<file path="config.mk">
export PLATFORM = sky130hd
export DESIGN_NAME = mac_row_feeder_flat
export DESIGN_NICKNAME = d
export VERILOG_FILES = /design/src/rtl/mac_row_feeder_if.sv /design/src/rtl/mac_row_feeder.sv /design/src/flat_wrapper.sv
export SDC_FILE = /design/constraint.sdc
export NUM_CORES = 1
export LEC_CHECK = 0
export ABC_AREA = 1
export BUFFER_PORTS_ARGS = -buffer_cell sky130_fd_sc_hd__buf_2
export CORE_ASPECT_RATIO = 0.7
export CORE_MARGIN = 1
export CORE_UTILIZATION = 56
export DETAILED_ROUTE_END_ITERATION = 8
export PLACE_DENSITY = 0.78
export SYNTH_ARGS = -nofsm -noshare
export SYNTH_HDL_FRONTEND = slang
export SYNTH_SLANG_ARGS = --single-unit
</file>
<file path="constraint.sdc">
create_clock -name clk -period 2.2 [get_ports clk]
set_clock_uncertainty 0.2 [all_clocks]
set_input_delay 0.22 -clock clk [delete_from_list [all_inputs] [get_ports clk]]
set_output_delay 0.22 -clock clk [all_outputs]
set_load 0.05 [all_outputs]
</file>
<file path="src/rtl/mac_row_feeder_if.sv">
// Upstream vector stream into the west-edge feeder: one data vector per
// accepted valid/ready handshake, one bw-bit lane per array row.
interface mac_row_feeder_if #(
  parameter int row = 8,
  parameter int bw  = 4
);
  logic [row*bw-1:0] in_data;
  logic              in_valid;
  logic              in_ready;

  // Buffer side drives data/valid and watches ready.
  modport master (output in_data, output in_valid, input in_ready);
  // Feeder side consumes data/valid and drives ready.
  modport slave  (input in_data, input in_valid, output in_ready);
endinterface

</file>
<file path="src/rtl/mac_row_feeder.sv">
// West-edge transmitter for the MAC tile array. Sequences load/execute
// (WS) or preload/execute/flush (OS), pulls vectors from the upstream
// buffer, and skews each row's inst/data pair diagonally so row r sees
// the word issued at cycle t on cycle t+1+r.
module mac_row_feeder #(
  parameter int row    = 8,
  parameter int col    = 8,
  parameter int bw     = 4,
  parameter int cnt_bw = 16
) (
  input  logic                  clk,
  input  logic                  reset,
  input  logic                  start,
  input  logic                  is_os,
  input  logic                  act_2b_mode,
  input  logic [cnt_bw-1:0]     num_exec,
  mac_row_feeder_if.slave       up,
  output logic [row*bw-1:0]     out_w,
  output logic [row*3-1:0]      inst_w,
  output logic                  busy,
  output logic                  done
);

  // Phase counter must hold both the longest load (2*col) and the largest
  // execute count (2^cnt_bw - 1) without wrapping.
  localparam int load_w     = $clog2(2*col + 1);
  localparam int pw         = (load_w > cnt_bw) ? load_w : cnt_bw;
  localparam int dw         = (row > 1) ? $clog2(row) : 1;
  localparam int drain_last = (row > 1) ? row - 2 : 0;

  localparam logic [2:0] inst_nop   = 3'b000;
  localparam logic [2:0] inst_load  = 3'b001;
  localparam logic [2:0] inst_exec  = 3'b010;
  localparam logic [2:0] inst_flush = 3'b100;

  typedef enum logic [2:0] {
    IDLE,
    LOAD,
    EXEC,
    FLUSH,
    DRAIN,
    DONE
  } state_t;

  state_t            state;
  logic              os_reg;
  logic              mode2_reg;
  logic [cnt_bw-1:0] nexec_reg;
  logic [pw-1:0]     phase_cnt;
  logic [dw-1:0]     drain_cnt;

  logic [pw-1:0]     load_len;
  logic [pw-1:0]     exec_last;
  logic              issue;
  logic [2:0]        issue_inst;
  logic [row*bw-1:0] issue_data;
  state_t            drain_next;

  // WS 2-bit mode loads two bit-planes per column; everything else loads col.
  assign load_len   = (os_reg || !mode2_reg) ? pw'(col) : pw'(2*col);
  assign exec_last  = pw'(nexec_reg) - pw'(1);
  // A single-row array has no skew stages to wait on.
  assign drain_next = (row > 1) ? DRAIN : DONE;

  // Upstream data is only consumed while loading or executing.
  assign up.in_ready = (state == LOAD) || (state == EXEC);

  // Word entering the skew chain this cycle: a real vector, a flush
  // vector, or a zero bubble when upstream has nothing valid.
  always_comb begin
    issue_inst = inst_nop;
    issue_data = '0;
    issue      = 1'b0;
    case (state)
      LOAD: if (up.in_valid) begin
        issue_inst = inst_load;
        issue_data = up.in_data;
        issue      = 1'b1;
      end
      EXEC: if (up.in_valid) begin
        issue_inst = inst_exec;
        issue_data = up.in_data;
        issue      = 1'b1;
      end
      FLUSH: begin
        issue_inst = inst_flush;
        issue      = 1'b1;
      end
      default: ;
    endcase
  end

  // Sequencer: phase transitions happen on the cycle the last vector of a
  // phase issues, so phases abut with no idle gap.
  always_ff @(posedge clk) begin
    if (reset) begin
      state     <= IDLE;
      os_reg    <= 1'b0;
      mode2_reg <= 1'b0;
      nexec_reg <= '0;
      phase_cnt <= '0;
      drain_cnt <= '0;
      busy      <= 1'b0;
      done      <= 1'b0;
    end else begin
      busy <= (state != IDLE);
      done <= (state == DONE);
      if (state != DRAIN) drain_cnt <= '0;
      case (state)
        IDLE: begin
          phase_cnt <= '0;
          if (start) begin
            os_reg    <= is_os;
            mode2_reg <= act_2b_mode;
            nexec_reg <= num_exec;
            state     <= LOAD;
          end
        end
        LOAD: if (issue) begin
          if (phase_cnt == load_len - pw'(1)) begin
            phase_cnt <= '0;
            if (nexec_reg != '0) state <= EXEC;
            else if (os_reg)     state <= FLUSH;
            else                 state <= drain_next;
          end else begin
            phase_cnt <= phase_cnt + pw'(1);
          end
        end
        EXEC: if (issue) begin
          if (phase_cnt == exec_last) begin
            phase_cnt <= '0;
            state     <= os_reg ? FLUSH : drain_next;
          end else begin
            phase_cnt <= phase_cnt + pw'(1);
          end
        end
        FLUSH: begin
          if (phase_cnt == pw'(col - 1)) begin
            phase_cnt <= '0;
            state     <= drain_next;
          end else begin
            phase_cnt <= phase_cnt + pw'(1);
          end
        end
        DRAIN: begin
          if (drain_cnt == dw'(drain_last)) state <= DONE;
          else drain_cnt <= drain_cnt + dw'(1);
        end
        DONE:    state <= IDLE;
        default: state <= IDLE;
      endcase
    end
  end

  // Per-row skew chains: row gi carries its inst/data pair through gi+1
  // register stages, inst and data side by side.
  generate
    for (genvar gi = 0; gi < row; gi++) begin : g_lane
      logic [bw+2:0] chain [0:gi];

      // Shift the lane's word one stage per cycle.
      always_ff @(posedge clk) begin
        if (reset) begin
          for (int k = 0; k <= gi; k++) chain[k] <= '0;
        end else begin
          chain[0] <= {issue_inst, issue_data[gi*bw +: bw]};
          for (int k = 1; k <= gi; k++) chain[k] <= chain[k-1];
        end
      end

      assign out_w[gi*bw +: bw] = chain[gi][bw-1:0];
      assign inst_w[gi*3 +: 3]  = chain[gi][bw+2:bw];
    end
  endgenerate

endmodule
</file>
<file path="src/flat_wrapper.sv">
// flat-port wrapper written by rule: the top's interface ports become plain ports
module mac_row_feeder_flat 
#(
  parameter int row    = 8,
  parameter int col    = 8,
  parameter int bw     = 4,
  parameter int cnt_bw = 16
)
  (clk, reset, start, is_os, act_2b_mode, num_exec, out_w, inst_w, busy, done, up_in_data, up_in_valid, up_in_ready);
  mac_row_feeder_if #(.row(row), .bw(bw)) up_i ();
  input  logic clk;
  input  logic reset;
  input  logic start;
  input  logic is_os;
  input  logic act_2b_mode;
  input  logic [cnt_bw-1:0] num_exec;
  output logic [row*bw-1:0] out_w;
  output logic [row*3-1:0] inst_w;
  output logic busy;
  output logic done;
  input wire logic [$bits(up_i.in_data)-1:0] up_in_data;
  input wire logic [$bits(up_i.in_valid)-1:0] up_in_valid;
  output wire logic [$bits(up_i.in_ready)-1:0] up_in_ready;
  assign up_i.in_data = up_in_data;
  assign up_i.in_valid = up_in_valid;
  assign up_in_ready = up_i.in_ready;
  mac_row_feeder #(.row(row), .col(col), .bw(bw), .cnt_bw(cnt_bw)) u_core (.clk(clk), .reset(reset), .start(start), .is_os(is_os), .act_2b_mode(act_2b_mode), .num_exec(num_exec), .up(up_i), .out_w(out_w), .inst_w(inst_w), .busy(busy), .done(done));
endmodule
</file>
* Yosys cells after proc, flatten, opt, wreduce, memory -nomap -nowiden *
Memories as Yosys holds them, arrays and structs flattened.
Cells that the tools add are included.

cells by class
  add/subtract/negate cells = 4
  eq/ne operators = 17
  multiplexer cells = 67
  bitwise gates (word level) = 35
  reduce and logical (&&, ||, !) cells = 12

operators by type and width
  kind                                                   count
  2-to-1 mux 7 bit                                       36
  2-to-1 mux 16 bit                                      5
  2-to-1 mux 32 bit                                      2
  case mux 16 bit (4 select lines)                       1
  2-to-1 mux 3 bit                                       12
  OR 1 bit                                               35
  equality test 16 bit                                   2
  subtractor 16 x 1 -> 16 bit (second input constant)    2
  adder 16 x 1 -> 16 bit (second input constant)         1
  equality test 16 x 3 -> 1 bit (second input constant)  1
  nonzero test 16 bit                                    1
  case mux 3 bit (5 select lines)                        1
  equality test 3 bit (second input constant)            3
  case mux 3 bit (3 select lines)                        1
  != test 2 x 1 -> 1 bit (second input constant)         4
  AND reduction 7 bit                                    1
  OR reduction 7 bit                                     1
  equality test 3 x 2 -> 1 bit (second input constant)   2
  2-to-1 mux 1 bit                                       6
  != test 2 bit (second input constant)                  3
  2-to-1 mux 5 bit                                       1
  nonzero test 4 bit                                     1
  adder 3 x 1 -> 3 bit (second input constant)           1
  equality test 3 x 1 -> 1 bit (second input constant)   1
  10 further kinds                                       11

word-level totals
  register bits after elaboration = 42
  memory bits (writable) = 252
  memories kept = 8

memory list
  memory                  depth  bits a word  read ports  clocked after memory_dff  write ports  line                   RTL
  u_core.g_lane[7].chain  8      7            8           0                         8            mac_row_feeder.sv:159  logic [bw+2:0] chain [0:gi];
  u_core.g_lane[6].chain  7      7            7           0                         7            mac_row_feeder.sv:159
  u_core.g_lane[5].chain  6      7            6           0                         6            mac_row_feeder.sv:159
  u_core.g_lane[4].chain  5      7            5           0                         5            mac_row_feeder.sv:159
  u_core.g_lane[3].chain  4      7            4           0                         4            mac_row_feeder.sv:159
  u_core.g_lane[2].chain  3      7            3           0                         3            mac_row_feeder.sv:159
  2 more memories         n/a    n/a          n/a         n/a                       n/a          n/a

* Depth between registers and ports, before layout *
  depth in word-level cells = 8
  depth in mapped cells = 17
  gate-level depth less buffers = 17

* Worst setup path after synthesis *
Ideal clock, no wire load.

  path kind = register to register
  from = register u_core.state[0]
  to = register u_core.phase_cnt[3]
  library setup time = 0.070 ns
  arrival = 1.855 ns
  data required time = 1.930 ns
  path slack = 0.075 ns
  stages on the path, launching flop included = 12
  period minus slack after synthesis = 2.125 ns
  path through = dfxtp_1 > inv_2 > nor2_1 > inv_1 > nor2_1 > inv_1 > nand2_1 > nand2_1 > nand2_2 > buf_2 > nand2_1 > a21oi_1

between the ends
  longest elaborated chain between the ends = 5

ends and longest elaborated chain
  element                                                                              line                                         RTL
  start: declaration                                                                   mac_row_feeder.sv:45                         state_t state;
  start signal: assignment                                                             mac_row_feeder.sv:124                        else state <= drain_next;
  start signal: assignment                                                             mac_row_feeder.sv:132                        state <= os_reg ? FLUSH : drain_next;
  start signal: assignment                                                             mac_row_feeder.sv:140                        state <= drain_next;
  equality test 3 x 2 -> 1 bit / equality test 3 x 1 -> 1 bit (equally long branches)  mac_row_feeder.sv:74, mac_row_feeder.sv:109
  OR reduction 2 bit (no line)                                                         n/a
  case mux 1 bit (2 select lines)                                                      mac_row_feeder.sv:74                         case (state)
  != test 2 x 1 -> 1 bit (no line)                                                     n/a
  AND reduction 3 bit (no line)                                                        n/a
  end signal: assignment                                                               mac_row_feeder.sv:126                        phase_cnt <= phase_cnt + pw'(1);
  end signal: assignment                                                               mac_row_feeder.sv:134                        phase_cnt <= phase_cnt + pw'(1);
  end signal: assignment                                                               mac_row_feeder.sv:142                        phase_cnt <= phase_cnt + pw'(1);
  end: declaration                                                                     mac_row_feeder.sv:49                         logic [pw-1:0] phase_cnt;

Several ways; a longest one is shown, not always the timed one.
A chain may end at the register's enable or synchronous reset.

* Worst setup path in the final report *
  from = register u_core.nexec_reg[4]
  to = register u_core.phase_cnt[10]

between the ends
  longest elaborated chain between the ends = 5

ends and longest elaborated chain
  element                           line                   RTL
  start: declaration                mac_row_feeder.sv:48   logic [cnt_bw-1:0] nexec_reg;
  start signal: assignment          mac_row_feeder.sv:115  nexec_reg <= num_exec;
  subtractor 16 x 1 -> 16 bit       mac_row_feeder.sv:61   assign exec_last = pw'(nexec_reg) - pw'(1);
  equality test 16 bit              mac_row_feeder.sv:130  if (phase_cnt == exec_last) begin
  2-to-1 mux 16 bit                 mac_row_feeder.sv:130
  2-to-1 mux 16 bit                 mac_row_feeder.sv:129  EXEC: if (issue) begin
  case mux 16 bit (4 select lines)  mac_row_feeder.sv:109  case (state)

No other way between the ends. The select of a mux whose other input is x is not followed.

==> flow_results.org <==
** Run status
- Result of the run :: complete, but fails checks
- The final reports fail on negative setup slack.

** Power
- Part of the power in registers :: 0.411
- Part of the power in combinational logic :: 0.243
- Fraction of power consumed by the clock network :: 0.347
- The design draws 10200 uW.
- Internal power comes to 7090 uW.
- Proportion of total power due to net switching :: 0.303
- VDD sags by at most 0.000583 V.
- Summed over all nets, the switching power comes to 3080 uW.
- Power per Cell Area :: 1030 mW/mm2
- For this design the static power due to leakage is 0.00444 uW.

** Finish
- Area taken by multi-input logic gates :: 0.00248 mm2
- The register with the most flip-flops in the layout has 168 of them.
- # nets final :: 1213
- Antenna Diode Count :: 0
- The filler cells instantiated in the layout total 983.
- Registers take 0.00422 mm2.
- Share of cells above drive strength 1 :: 0.206
- The area growth from synthesis to layout is 26.1%.
- Final instance count without filler cells :: 1353
- With fillers left out, the area of the finished cells amounts to 0.00987 mm2.

** STA
- Number of endpoints failing setup at the final stage :: 16
- In the post-route analysis, the smallest setup slack over all paths is -0.0328 ns.
- Dividing the final minimum period by the clock period gives 1.01.
- Fmax :: 0.448 GHz
- Counting I/O delays and the setup requirement, the final critical path takes 2.23 ns.
- Setup repair after global routing could not meet its margin everywhere.
- The count of pins over their slew limit came to 0.
- Pin slew with the least headroom to its limit :: 0.805 ns
- After routing, the total negative slack on setup checks comes to -0.367 ns.
- Measured against its own limit, the worst slew margin works out to 0.463.
- Final hold violation count :: 0

** CTS
- Clock-pin slew was measured on the worst setup and hold paths at 0.06 ns.
- In this run the number of H-tree levels came out at 1.
- Counting the buffers created by CTS gives 20.
- Deepest clock path buffer count :: 3
- Sinks on Clock Net :: 210
- Clk Latency, worst-skew pair :: 0.48 ns
- TritonCTS built the clock tree.
- In this run the clock root is driven by a sky130_fd_sc_hd__clkbuf_16.

** Logic synthesis
- By area the synthesized netlist is led by sky130_fd_sc_hd__dfxtp_1 54%, sky130_fd_sc_hd__nor2_1 11%, sky130_fd_sc_hd__inv_1 11%.
- Of the total synthesized cell area, the portion taken by full adders, half adders and majority gates is 0.00639.
- Commonest cells in the synthesized netlist :: 226 x sky130_fd_sc_hd__nor2_1, 220 x sky130_fd_sc_hd__inv_1, 210 x sky130_fd_sc_hd__dfxtp_1, 123 x sky130_fd_sc_hd__nand2_1, 48 x sky130_fd_sc_hd__buf_4
- Of the total synthesized cell area, the portion taken by XOR and XNOR cells is 0.0208.
- For this run, asynchronously set or reset flops after synthesis account for 0.
- Counting distinct cell types in the post-synthesis netlist gives 38.
- Area fraction of the dominant cell type after synthesis :: 0.537
- Combinational family with the most area after synthesis :: simple AND/OR/NAND/NOR gates
- Library cell with the highest instance count after synthesis :: sky130_fd_sc_hd__nor2_1
- The most used flip-flop cell after synthesis is sky130_fd_sc_hd__dfxtp_1.
- In the synthesized netlist, the number of instances is 1014.
- Synthesis produced a netlist with a net count of 1072.
- Avg Inst Size Synth :: 7.72 um2
- Simple-gate portion of the synthesized area :: 0.224
- In this run, synthesis inferred 0 flip-flops with an integrated enable.
- Cell area after synthesis :: 0.00783 mm2
- The share of the Yosys chip area taken by registers is 0.537.
- During synthesis, Yosys emitted a total of 0 warnings.
- Flops & latches, synth :: 210
- The portion of synthesized area spent on multiplexers is 0.
- Synth area leader :: sky130_fd_sc_hd__dfxtp_1
- Fraction of the mapped netlist area in compound gates :: 0.0415

** Placed design
- Half-perimeter wire length of the detailed placement result :: 9.70 mm
- After detailed placement, the design holds a cell count of 1252.
- Number of port buffers :: 112
- OpenSTA, run right after detailed placement, puts the worst setup slack at -0.0553 ns.
- The congestion estimate from routability-driven global placement came to 0.912.
- Cell area after placement :: 0.00833 mm2

** Critical path
- Type of destination of the critical path :: flip-flop
- The most critical setup path has its endpoint at u_core.phase_cnt[10].
- The critical path is of the reg2reg type.
- Critical path startpoint category :: flip-flop
- Of all nets on the critical path, the largest fanout is 8.
- The critical path starts at u_core.nexec_reg[4].
- Register-to-Register Setup Slack :: -0.03 ns
- Worst stage delay on the critical path :: 0.39 ns
- Critical path arrival :: 2.38 ns
- Top Family by Delay on Critical Path :: simple AND/OR/NAND/NOR gates
- The critical path contains buffers and inverters numbering 0 combined.
- Data on the critical path is required at its endpoint by 2.35 ns.
- The slowest stage of the critical path belongs to the cell sky130_fd_sc_hd__dfxtp_1.
- Start of the worst register-to-register path :: u_core.nexec_reg[4]
- Measured in cells, the most critical reg-to-reg path has a length of 12.
- In this run the critical register-to-register path is captured at u_core.phase_cnt[10].
- CP Depth :: 12
- Crit-path cells :: nor2_4 -> nand2_2 -> nor2_4 -> nand3_1 -> nand3_1 -> nand2_1 -> nor2_1 -> nand4_1 -> nand2_4 -> nand3_4 -> nand2_1 -> a21oi_1

** Route
- Iteration count of the initial detailed-routing pass :: 6
- WL final :: 16.2 mm
- In the final routed layout, each cell accounts on average for 12.0 um.
- Once detail routing completed, the nets flagged for antenna violations numbered 0.
- First DRT Iteration DRCs :: 503
- After detailed routing, the number of vias per cell comes to 4.59.
- DRC errors left :: 0
- The routed layout has 6209 vias.

** Die
- DIE AREA :: 0.0145 mm2
- Number of top-level pins :: 113
- Core box area :: 0.0134 mm2
- Number of placement rows :: 35
- The die is 143 um wide.
- For this configuration, the core starts out at a cell density of 0.584.
- Die span in y :: 101 um

** Min path
- The min-delay analysis places its worst path in the category in2reg.

** Global route
- Wire length of the first global-routing pass :: 25.5 mm
- The number of global-route vias before repair is 5552.
- Global-route usage over all layers :: 0.221
- Entering global routing, the biggest net connects 87 pins.
- Initial antenna violation count :: 0
- Gr ovfl total :: 0

** Job
- Max-cap violations in this run came to 0.
## worst min path at each step
stage	start	end	slack [ns]	cells past startpoint
2_1_floorplan	reset	u_core.g_lane[6].chain[0][5]	0.11	1
3_3_place_gp	u_core.g_lane[7].chain[0][9]	u_core.g_lane[7].chain[0][16]	0.19	2
3_5_place_dp	u_core.g_lane[6].chain[0][23]	u_core.g_lane[6].chain[0][30]	0.19	2
4_1_cts	start	u_core.nexec_reg[3]	0.01	3
5_1_grt	start	u_core.nexec_reg[3]	0.03	3
6_report	start	u_core.nexec_reg[3]	0.06	3
## power groups by stage
stage	Clock (uW)	Combinational [uW]	Sequential, uW
after floorplan	0	1450	4250
after global placement	0	1970	4220
after detailed placement	0	1980	4220
after CTS	3580	2200	4140
after global routing	3740	2710	4200
final	3530	2470	4180
## final cells by class
class | count | share of cell area
clock buffers | 28 | 0.0579
clock inverters | 7 | 0.0117
inverters | 223 | 0.0851
multi-input cells | 502 | 0.252
flip-flops and latches | 210 | 0.427
well taps | 185 | 0.0235
repair buffers | 198 | 0.143
## worst min-delay path, delay by kind of cell
kind,cells,cell delay (ns)
compound gates,1,0.08
simple gates,1,0.17
buf+inv,1,0.20
## timing repair
item,4_1_cts,5_1_grt
pin swaps,4,23
buffers inserted,1,4
resized for setup,12,55
endpoints found under the hold margin,58,0
cloned,1,0
hold buffers,60,0
setup endpoints to repair,20,20
## layer usage
layer | up-vias | track usage | part of all wire
li1 | 3197 | - | -
met1 | 2760 | 0.303 | 0.46
met2 | 215 | 0.362 | 0.45
met3 | 37 | 0.0390 | 0.066
met4 | 0 | 0.0581 | 0.024
met5 | - | 0 | 0
## cell families (layout without fill, tap and decap cells)
logic type | Yosys count | count (layout)
buffers and inverters | 303 | 456
AND/OR/NAND/NOR | 420 | 421
AO/OA/AOI/OAI | 60 | 60
flip-flops | 210 | 210
adder cells (fa/ha/maj) | 4 | 4
XOR/XNOR | 17 | 17
## cells in the final DEF (no fill, tap or decap), types with 10 or more instances in the layout
cell	synthesis	layout
sky130_fd_sc_hd__inv_1	220	215
sky130_fd_sc_hd__nor2_1	226	215
sky130_fd_sc_hd__dfxtp_1	210	203
sky130_fd_sc_hd__buf_2	5	110
sky130_fd_sc_hd__nand2_1	123	107
sky130_fd_sc_hd__dlygate4sd3_1	0	60
sky130_fd_sc_hd__a21oi_1	37	34
sky130_fd_sc_hd__nand3_1	26	24
sky130_fd_sc_hd__buf_4	48	22
sky130_fd_sc_hd__clkbuf_16	0	21
sky130_fd_sc_hd__nand2_2	7	20
sky130_fd_sc_hd__o21ai_0	14	14
sky130_fd_sc_hd__xor2_1	13	13
sky130_fd_sc_hd__nor2_4	2	11
sky130_fd_sc_hd__nor3_1	11	10
sky130_fd_sc_hd__nor2_2	8	10
## stage by stage
| stage | hold slack [ns] | util |
|---|---|---|
| after CTS | 0.0107 | 0.722 |
| after detailed placement | 0.192 | 0.621 |
| after floorplan | 0.108 | - |
| after global placement | 0.188 | 0.621 |
| after global routing | 0.0260 | 0.737 |
| final | 0.0554 | 0.737 |
Note: power is estimated with default switching activity, not from simulation.
